$ cat src/rtl/matrix_pkg.sv
// rtl/matrix_pkg.sv - shared types and constants for the 4x4 matrix loader
package matrix_pkg;

  localparam int W_DEFAULT = 12;
  localparam int FXP_MUL   = 1024;

  typedef enum logic [1:0] {
    EMPTY,
    FULL,
    LOCKED
  } bank_state_e;

  typedef enum logic [1:0] {
    P_IDLE,
    P_PRESENT,
    P_WAIT_BUSY,
    P_WAIT_IDLE
  } pres_state_e;

  // Indexed [column][row]; column 0 drives the xC1 port.
  typedef logic [3:0][3:0][W_DEFAULT-1:0] mat4_t;

endpackage

$ cat src/rtl/matrix_4x4_loader_if.sv
// rtl/matrix_4x4_loader_if.sv - stream input and parallel operand bus of the matrix loader
interface matrix_4x4_loader_if #(
  parameter int W = 12
);

  logic                s_valid;
  logic [W-1:0]        s_data;
  logic                s_last;
  logic                s_ready;
  logic                valid_out;
  logic                ready_in;
  logic                frame_err;
  logic [3:0][W-1:0]   aC1, aC2, aC3, aC4;
  logic [3:0][W-1:0]   bC1, bC2, bC3, bC4;

  modport slave (
    input  s_valid, s_data, s_last, ready_in,
    output s_ready, valid_out, frame_err,
    output aC1, aC2, aC3, aC4, bC1, bC2, bC3, bC4
  );

  modport master (
    output s_valid, s_data, s_last, ready_in,
    input  s_ready, valid_out, frame_err,
    input  aC1, aC2, aC3, aC4, bC1, bC2, bC3, bC4
  );

endinterface

$ cat src/rtl/matrix_bank.sv
// rtl/matrix_bank.sv - 32-word operand bank; word k lands in matrix k[4], column k[3:2], row k[1:0]
module matrix_bank
  import matrix_pkg::*;
(
  input  logic                 clk,
  input  logic                 rst,
  input  logic                 we_i,
  input  logic [4:0]           idx_i,
  input  logic [W_DEFAULT-1:0] data_i,
  output mat4_t                a_o,
  output mat4_t                b_o
);

  logic [31:0][W_DEFAULT-1:0] mem_q;

  always_ff @(posedge clk or posedge rst) begin
    if (rst) begin
      mem_q <= '0;
    end else if (we_i) begin
      mem_q[idx_i] <= data_i;
    end
  end

  // Packed layout of mat4_t matches the column-major word order directly.
  assign a_o = mem_q[15:0];
  assign b_o = mem_q[31:16];

endmodule

$ cat src/rtl/matrix_4x4_loader.sv
// rtl/matrix_4x4_loader.sv - ping-pong stream-to-parallel loader feeding the 4x4 multiply stage
module matrix_4x4_loader
  import matrix_pkg::*;
#(
  parameter int W = W_DEFAULT
) (
  input logic                  clk,
  input logic                  rst,
  matrix_4x4_loader_if.slave   bus_io
);

  bank_state_e bank_q [2];
  pres_state_e pstate_q;
  logic        fill_sel_q;
  logic        pres_sel_q;
  logic [4:0]  cnt_q;
  logic        valid_out_q;
  logic        frame_err_q;

  logic        s_ready;
  logic        wr_en;
  logic [W-1:0] wr_data;
  mat4_t       a_mat [2];
  mat4_t       b_mat [2];

  assign s_ready = (bank_q[fill_sel_q] == EMPTY);
  assign wr_en   = bus_io.s_valid && s_ready;
  assign wr_data = bus_io.s_data;

  for (genvar i = 0; i < 2; i++) begin : g_bank
    matrix_bank u_bank (
      .clk    (clk),
      .rst    (rst),
      .we_i   (wr_en && (fill_sel_q == 1'(i))),
      .idx_i  (cnt_q),
      .data_i (wr_data),
      .a_o    (a_mat[i]),
      .b_o    (b_mat[i])
    );
  end

  always_ff @(posedge clk or posedge rst) begin
    if (rst) begin
      bank_q[0]   <= EMPTY;
      bank_q[1]   <= EMPTY;
      pstate_q    <= P_IDLE;
      fill_sel_q  <= 1'b0;
      pres_sel_q  <= 1'b0;
      cnt_q       <= 5'd0;
      valid_out_q <= 1'b0;
      frame_err_q <= 1'b0;
    end else begin
      frame_err_q <= 1'b0;

      // A bad frame leaves the bank EMPTY; its stale words get overwritten by the next frame.
      if (wr_en) begin
        if (bus_io.s_last != (cnt_q == 5'd31)) begin
          frame_err_q <= 1'b1;
          cnt_q       <= 5'd0;
        end else if (bus_io.s_last) begin
          bank_q[fill_sel_q] <= FULL;
          cnt_q              <= 5'd0;
          fill_sel_q         <= ~fill_sel_q;
        end else begin
          cnt_q <= cnt_q + 5'd1;
        end
      end

      // Fill only touches an EMPTY bank and the presenter only FULL/LOCKED ones, so writes never collide.
      case (pstate_q)
        P_IDLE: begin
          if (bank_q[pres_sel_q] == FULL) begin
            valid_out_q <= 1'b1;
            pstate_q    <= P_PRESENT;
          end
        end
        P_PRESENT: begin
          if (bus_io.ready_in) begin
            bank_q[pres_sel_q] <= LOCKED;
            valid_out_q        <= 1'b0;
            pstate_q           <= P_WAIT_BUSY;
          end
        end
        P_WAIT_BUSY: begin
          if (!bus_io.ready_in) begin
            pstate_q <= P_WAIT_IDLE;
          end
        end
        P_WAIT_IDLE: begin
          if (bus_io.ready_in) begin
            bank_q[pres_sel_q] <= EMPTY;
            pres_sel_q         <= ~pres_sel_q;
            pstate_q           <= P_IDLE;
          end
        end
        default: pstate_q <= P_IDLE;
      endcase
    end
  end

  assign bus_io.s_ready   = s_ready;
  assign bus_io.valid_out = valid_out_q;
  assign bus_io.frame_err = frame_err_q;

  assign bus_io.aC1 = a_mat[pres_sel_q][0];
  assign bus_io.aC2 = a_mat[pres_sel_q][1];
  assign bus_io.aC3 = a_mat[pres_sel_q][2];
  assign bus_io.aC4 = a_mat[pres_sel_q][3];
  assign bus_io.bC1 = b_mat[pres_sel_q][0];
  assign bus_io.bC2 = b_mat[pres_sel_q][1];
  assign bus_io.bC3 = b_mat[pres_sel_q][2];
  assign bus_io.bC4 = b_mat[pres_sel_q][3];

endmodule

$ cat src/flat_wrapper.sv
// flat-port wrapper written by rule: the top's interface ports become plain ports
module matrix_4x4_loader_flat import matrix_pkg::*;
#(
  parameter int W = W_DEFAULT
)
  (clk, rst, bus_io_s_valid, bus_io_s_data, bus_io_s_last, bus_io_ready_in, bus_io_s_ready, bus_io_valid_out, bus_io_frame_err, bus_io_aC1, bus_io_aC2, bus_io_aC3, bus_io_aC4, bus_io_bC1, bus_io_bC2, bus_io_bC3, bus_io_bC4);
  matrix_4x4_loader_if #(.W(W)) bus_io_i ();
  input logic clk;
  input logic rst;
  input wire logic [$bits(bus_io_i.s_valid)-1:0] bus_io_s_valid;
  input wire logic [$bits(bus_io_i.s_data)-1:0] bus_io_s_data;
  input wire logic [$bits(bus_io_i.s_last)-1:0] bus_io_s_last;
  input wire logic [$bits(bus_io_i.ready_in)-1:0] bus_io_ready_in;
  output wire logic [$bits(bus_io_i.s_ready)-1:0] bus_io_s_ready;
  output wire logic [$bits(bus_io_i.valid_out)-1:0] bus_io_valid_out;
  output wire logic [$bits(bus_io_i.frame_err)-1:0] bus_io_frame_err;
  output wire logic [$bits(bus_io_i.aC1)-1:0] bus_io_aC1;
  output wire logic [$bits(bus_io_i.aC2)-1:0] bus_io_aC2;
  output wire logic [$bits(bus_io_i.aC3)-1:0] bus_io_aC3;
  output wire logic [$bits(bus_io_i.aC4)-1:0] bus_io_aC4;
  output wire logic [$bits(bus_io_i.bC1)-1:0] bus_io_bC1;
  output wire logic [$bits(bus_io_i.bC2)-1:0] bus_io_bC2;
  output wire logic [$bits(bus_io_i.bC3)-1:0] bus_io_bC3;
  output wire logic [$bits(bus_io_i.bC4)-1:0] bus_io_bC4;
  assign bus_io_i.s_valid = bus_io_s_valid;
  assign bus_io_i.s_data = bus_io_s_data;
  assign bus_io_i.s_last = bus_io_s_last;
  assign bus_io_i.ready_in = bus_io_ready_in;
  assign bus_io_s_ready = bus_io_i.s_ready;
  assign bus_io_valid_out = bus_io_i.valid_out;
  assign bus_io_frame_err = bus_io_i.frame_err;
  assign bus_io_aC1 = bus_io_i.aC1;
  assign bus_io_aC2 = bus_io_i.aC2;
  assign bus_io_aC3 = bus_io_i.aC3;
  assign bus_io_aC4 = bus_io_i.aC4;
  assign bus_io_bC1 = bus_io_i.bC1;
  assign bus_io_bC2 = bus_io_i.bC2;
  assign bus_io_bC3 = bus_io_i.bC3;
  assign bus_io_bC4 = bus_io_i.bC4;
  matrix_4x4_loader #(.W(W)) u_core (.clk(clk), .rst(rst), .bus_io(bus_io_i));
endmodule
$ cat config.mk
export PLATFORM = sky130hd
export DESIGN_NAME = matrix_4x4_loader_flat
export DESIGN_NICKNAME = d
export VERILOG_FILES = /design/src/rtl/matrix_pkg.sv /design/src/rtl/matrix_4x4_loader_if.sv /design/src/rtl/matrix_bank.sv /design/src/rtl/matrix_4x4_loader.sv /design/src/flat_wrapper.sv
export SDC_FILE = /design/constraint.sdc
export NUM_CORES = 1
export LEC_CHECK = 0
export CAP_MARGIN = 10
export CORE_MARGIN = 1
export CORE_UTILIZATION = 28
export CTS_BUF_LIST = sky130_fd_sc_hd__clkbuf_2
export CTS_CLUSTER_DIAMETER = 30
export DETAILED_ROUTE_END_ITERATION = 10
export PLACE_DENSITY = 0.5
export SYNTH_ARGS = -nofsm -noshare
export SYNTH_HDL_FRONTEND = slang
export SYNTH_HIERARCHICAL = 1
export SYNTH_SLANG_ARGS = --single-unit
$ cat constraint.sdc
create_clock -name clk -period 33.3 [get_ports clk]
set_input_delay 6.66 -clock clk [delete_from_list [all_inputs] [get_ports clk]]
set_output_delay 6.66 -clock clk [all_outputs]
set_load 0.03 [all_outputs]
# Word level (Yosys, flattened, before mapping)

Cells that the tools add are included.

Output and inout bits: 387
Input port bits: 17
Register bits after elaboration: 783

Muxes and demuxes: 38
Bitwise gates (word level): 13
Reductions and logical operators: 13
Eq/ne operators: 10
$lt $le $gt $ge: 6
$add $sub $neg: 1

Operators with widths:

| operator            | count |
|---|---|
| $mux 192            | 6 |
| $bwmux 384          | 2 |
| $demux 12 s5        | 1 |
| $mux 2              | 12 |
| $mux 4              | 5 |
| $mux 12             | 1 |
| $mux 5              | 2 |
| $pmux 2 s4          | 1 |
| $pmux 4 s2          | 1 |
| $logic_and 1x1->1   | 6 |
| $lt 5x6->1 const B  | 1 |
| $ne 2x2->1 const B  | 3 |
| $reduce_and 3->1    | 2 |
| $add 5x1->5 const B | 1 |
| $eq 5x5->1 const B  | 1 |
| $ge 5x1->1 const B  | 1 |
| $and 2x2->2         | 2 |
| $and 4x4->4         | 1 |
| $demux 2 s1         | 2 |
| $eq 2x1->1 const B  | 2 |
| $eq 2x2->1 const B  | 2 |
| $ge 2x2->1 const B  | 2 |
| $logic_not 2->1     | 2 |
| $lt 2x1->1 const B  | 2 |
| 12 further kinds    | 20 |

# Longest topological paths before layout

Depth after elaboration: 13
Gate-level depth with buffers: 7

# Modules after synthesis

The synthesis kept the hierarchy.

By module, submodules not included:

| module                                | sequential area each (um^2) | area each (um^2) | times used | cells each |
|---|---|---|---|---|
| matrix_bank (u_core.g_bank[1].u_bank) | 9609.2                      | 14627.8          | 1          | 885 |
| matrix_bank (u_core.g_bank[0].u_bank) | 9609.2                      | 14512.7          | 1          | 885 |
| matrix_4x4_loader                     | 375.4                       | 5447.7           | 1          | 517 |

# Worst setup path after synthesis

Ideal clock, no wire load.

Kind: input port to flip-flop
Start: input bus_io_s_valid
End: register u_core.g_bank[0].u_bank.mem_q, in the netlist u_core/g_bank[0].u_bank/b_o[144]
Arrival: 8.498 ns
Data required time: 33.175 ns
Setup slack: 24.677 ns
Setup time: 0.125 ns
Stages: 5
Path buffers: 1
Path through: nor4b_2 > nand4_1 > nor3_1 > buf_2 > mux2_2

Longest elaborated chain between the ends: 2

Ends and longest elaborated chain:

| item                          | RTL line                | text |
|---|---|---|
| start, declared               | flat_wrapper.sv:10      | `input wire logic [$bits(bus_io_i.s_valid)-1:0] bus_io_s_valid;` |
| $logic_and 1x1->1             | matrix_4x4_loader.sv:27 | `assign wr_en = bus_io.s_valid && s_ready;` |
| $logic_and 1x1->1             | matrix_4x4_loader.sv:34 | `.we_i (wr_en && (fill_sel_q == 1'(i))),` |
| end signal, assigned by index | matrix_bank.sv:20       | `mem_q[idx_i] <= data_i;` |
| end, declared                 | matrix_bank.sv:14       | `logic [31:0][W_DEFAULT-1:0] mem_q;` |

Every way passes these cells.
A chain may end at the register's enable or synchronous reset.

# Worst setup path after layout

Start: register u_core.pres_sel_q
End: output bus_io_aC4[16]

Longest elaborated chain between the ends: 4

Ends and longest elaborated chain:

| item                                         | RTL line                 | text |
|---|---|---|
| start, declared                              | matrix_4x4_loader.sv:15  | `logic pres_sel_q;` |
| start signal, assigned                       | matrix_4x4_loader.sv:92  | `pres_sel_q <= ~pres_sel_q;` |
| $not 1->2 (implied by the code)              | matrix_4x4_loader.sv:108 | `assign bus_io.aC4 = a_mat[pres_sel_q][3];` |
| $mux 192                                     | --                       |  |
| $mux 192 (implied by the code) (2 in series) | matrix_4x4_loader.sv:108 |  |
| end, declared                                | flat_wrapper.sv:20       | `output wire logic [$bits(bus_io_i.aC4)-1:0] bus_io_aC4;` |

Every way passes these cells. The select of a mux whose other input is x is not followed.

==> summary by stage <==
Outcome
The flow ran to the end, and the final reports show no timing, DRC or antenna violations.

Route
The routed wire length is 107 mm. The routed length per placed instance is 23.3 um. The remaining design rule violation count is 0. The routed layout has 21000 vias. In the routed layout, each cell is associated on average with a via count of 4.57. In this run, the number of DRC markers left after iteration 0 of detailed routing was 801. The count of nets left with antenna violations once routing finished came out at 0. The first TritonRoute pass finished after 4 iterations.

Setup path
The number of buffers and inverters on the critical path is 3. The worst setup path is captured at an output port. The cell with the largest stage delay on the worst path is sky130_fd_sc_hd__buf_4. By instance count, the cell type seen most on the critical path is sky130_fd_sc_hd__buf_4. Setup slack on the worst reg-to-reg path comes out at 30.06 ns. The critical path goes through buf_4 > buf_4 > mux2_2 > clkdlybuf4s50_1. Data arrives at the worst endpoint at 5.35 ns. The kind of cell adding the most delay to the critical path is buffers and inverters.

The critical path in this run is classified as reg -> out. The maximum cell stage delay along the critical path is 0.92 ns. The worst setup path is launched from a flop. Data on the critical path is required at its endpoint by 26.64 ns. The peak fanout along the critical path is 73.

Global routing
The first global-routing pass estimated 159 mm of wire. The most heavily used metal layer in global routing is met2. The global router's overall resource usage is 17.2%. The met2 track utilization from global routing is 28.4%. Entering global routing, the biggest net connects 153 pins. The fraction of met3 tracks used by global routing is 5.95%. The initial antenna violation count is 8. The residual overflow from global routing is 0. The via count of the first global-routing pass came to 23800.

The global-route met1 utilization is 21.0%.

Timing
Setup violations remaining at the end of the flow were counted as 0. Across the routed clock network, the largest skew measured is 0.122 ns. The number of hold-slack violations in the final timing report is 0. The final hold slack is 0.503 ns. Setup repair after global routing left no endpoint under its margin. The number of pins exceeding their max-slew limit in the final report is 0.

The worst path needs 12.01 ns of the cycle, external delays included. The worst relative slew slack is 23.4%. The total negative setup slack is 0 ns.

At the pin with the least slew margin, the transition time is 1.15 ns. The final worst slack is 21.29 ns. The timing-limited maximum frequency is 83.3 MHz. The ratio of final minimum period to clock period is 36.1%.

Die
The number of top-level pins is 404. The total number of placement rows is 128. The die boundary height is 353 um. The die covers 125000 sq um.

The core area is 122000 sq um. The initial utilization of the core area, before any placement, comes to 28.3%. In this run the horizontal extent of the chip is 353 um.

Pwr
The analysis attributes to cell leakage a power of 20.9 nW. The total power per unit cell area is 58.9 nW/um^2. The clock network accounts for 29.0% of the total power. Sequential cells burn 43.8% of the power.

In this run switching power makes up 35.3% of total power. The net load switching power is 0.877 mW. Across the VDD grid, the largest voltage drop is 0.0310 mV. Total power for the finished layout comes to 2.49 mW. The internal portion of total power is 1.61 mW. The share of total power in combinational logic is 27.1%.

CTS
The count of H-tree levels built during CTS is 4. TritonCTS built the clock tree. The number of post-CTS setup repair buffers is 0. The number of buffers inserted by hold repair at cts is 0. Counting along the longest clock path gives a buffer depth of 3. The latest clock arrival within the worst-skew pair is 1.61 ns. The library cell used as clock root buffer is sky130_fd_sc_hd__clkbuf_2. The number of gates resized after CTS is 0. After clock tree synthesis, the clock-pin slew on the worst setup and hold paths is 0.10 ns. Counting every sink on the clock net gives 783.

The TritonCTS buffer count is 230.

Final layout
The final-stage net count is 2798. Excluding fillers, the count of instances in the completed layout stands at 4590. Fill cells in the final layout number 11900. Once layout is complete, the utilization of the core stands at 34.6%. The share of cells above drive strength 1 is 53.6%. The final design instance area without fill is 42200 sq um. From synthesis to final layout, the design area changed by 22.1%.

Leaving out fill and tap cells, the most frequent cell in the layout is sky130_fd_sc_hd__mux2_2. The top cell types in the final layout, fill and taps aside, are sky130_fd_sc_hd__mux2_2 (1119), sky130_fd_sc_hd__dfrtp_1 (782), sky130_fd_sc_hd__clkdlybuf4s50_1 (391).

Placement
The minimum setup slack after placement is 22.89 ns. The final HPWL from detailed placement is 65.1 mm. The placed instance area is 40100 sq um.

Routability-driven placement finished with a final weighted congestion of 0.719. The post-placement cell count is 4161. The total of buffers placed on input and output ports is 403.

Yosys
The number of nets in the synthesized netlist is 2312. The number of warning messages in the yosys log is 6. In this run, synthesis inferred 0 flip-flops with an integrated enable. The synthesized instance count is 2287. After synthesis the cells add up to 34600 sq um.

The synthesis-stage register bit count is 783. The commonest register cell after synthesis is sky130_fd_sc_hd__dfrtp_1. Counting distinct cell types in the post-synthesis netlist gives 46.

The post-synthesis average cell area is 15.1 sq um. The sequential cell area fraction in the yosys report is 56.6%. Of all flip-flops after synthesis, the portion carrying an async set or reset was 100%.

Min path
The worst hold path belongs to the class reg -> reg.

Job
The number of maximum-capacitance constraint violations is 0.
==> Yosys cell counts (7+ instances only) <==
cell                          n  share of area, %
sky130_fd_sc_hd__mux2_4      30               1.3
sky130_fd_sc_hd__inv_1        9             0.098
sky130_fd_sc_hd__buf_2      106               1.5
sky130_fd_sc_hd__dfrtp_1    783                57
sky130_fd_sc_hd__nand2_1     33              0.36
sky130_fd_sc_hd__ha_1         8              0.29
sky130_fd_sc_hd__or3_1        7              0.13
sky130_fd_sc_hd__mux2_2    1119                36
sky130_fd_sc_hd__clkbuf_1    73              0.79
sky130_fd_sc_hd__nand3_1     10              0.14
sky130_fd_sc_hd__nor2_1      29              0.31
==> worst register-to-register path: cells and delay by family (launching register included) <==
family	cells	cell delay (ns)
flip-flops	1	0.44
multiplexers	1	0.55
AND/OR/NAND/NOR	3	2.11
==> cells by family after synthesis <==
family	Yosys count	share of synthesized area (%)
buf+inv	195	2.64
compound gates	23	0.503
mux	1154	37.9
flops	783	56.6
simple gates	124	2.03
fa+ha+maj	8	0.289
==> worst paths after layout <==
check / startpoint / endpoint / cells after the start
worst max-delay path: u_core/pres_sel_q / bus_io_aC4[16] / 4
worst min-delay path: u_core/g_bank[1].u_bank/b_o[150] / u_core/g_bank[1].u_bank/b_o[150] / 1
worst max register to register: u_core/bank_q[1] / u_core/g_bank[1].u_bank/a_o[36] / 4
worst min register to register: u_core/g_bank[1].u_bank/b_o[150] / u_core/g_bank[1].u_bank/b_o[150] / 1
max in group asynchronous: rst / u_core/g_bank[0].u_bank/a_o[149] / 4
min in group asynchronous: rst / u_core/bus_io.valid_out / 2
==> flip-flops by register name, indices dropped and copies added, names as in the netlist <==
name,flops
u_core/g_bank.u_bank/a_o,384
u_core/g_bank.u_bank/b_o,384
u_core/cnt_q,5
u_core/bank_q,4
u_core/pstate_q,2
u_core/bus_io.frame_err,1
u_core/bus_io.valid_out,1
u_core/fill_sel_q,1
u_core/pres_sel_q,1
==> power groups by stage <==
stage | Sequential [mW] | Combinational, mW | Clock (mW)
after global routing | 1.10 | 0.713 | 0.820
after CTS | 1.09 | 0.688 | 0.765
after floorplan | 1.08 | 0.465 | 0
after detailed placement | 1.11 | 0.686 | 0
final | 1.09 | 0.675 | 0.722
after global placement | 1.10 | 0.675 | 0
==> layout make-up <==
type                       count  area [sq um]  area share (%)
tap                         1625          2030            4.81
sequential                   783         19600            46.4
timing repair buffer         440          4320            10.2
clock inverter                87           462            1.09
antenna                       11          27.5          0.0652
inverter                       9          48.8           0.116
clock buffer                 326          1630            3.86
multi-input combinational   1309         14100            33.4
==> routing by layer <==
layer / vias up / share of wire [%]
met5: - / 0.037
met4: 6 / 2.2
met3: 164 / 6.3
met2: 507 / 49
met1: 11000 / 42
li1: 9312 / -
Note: power is estimated with default switching activity, not from simulation.
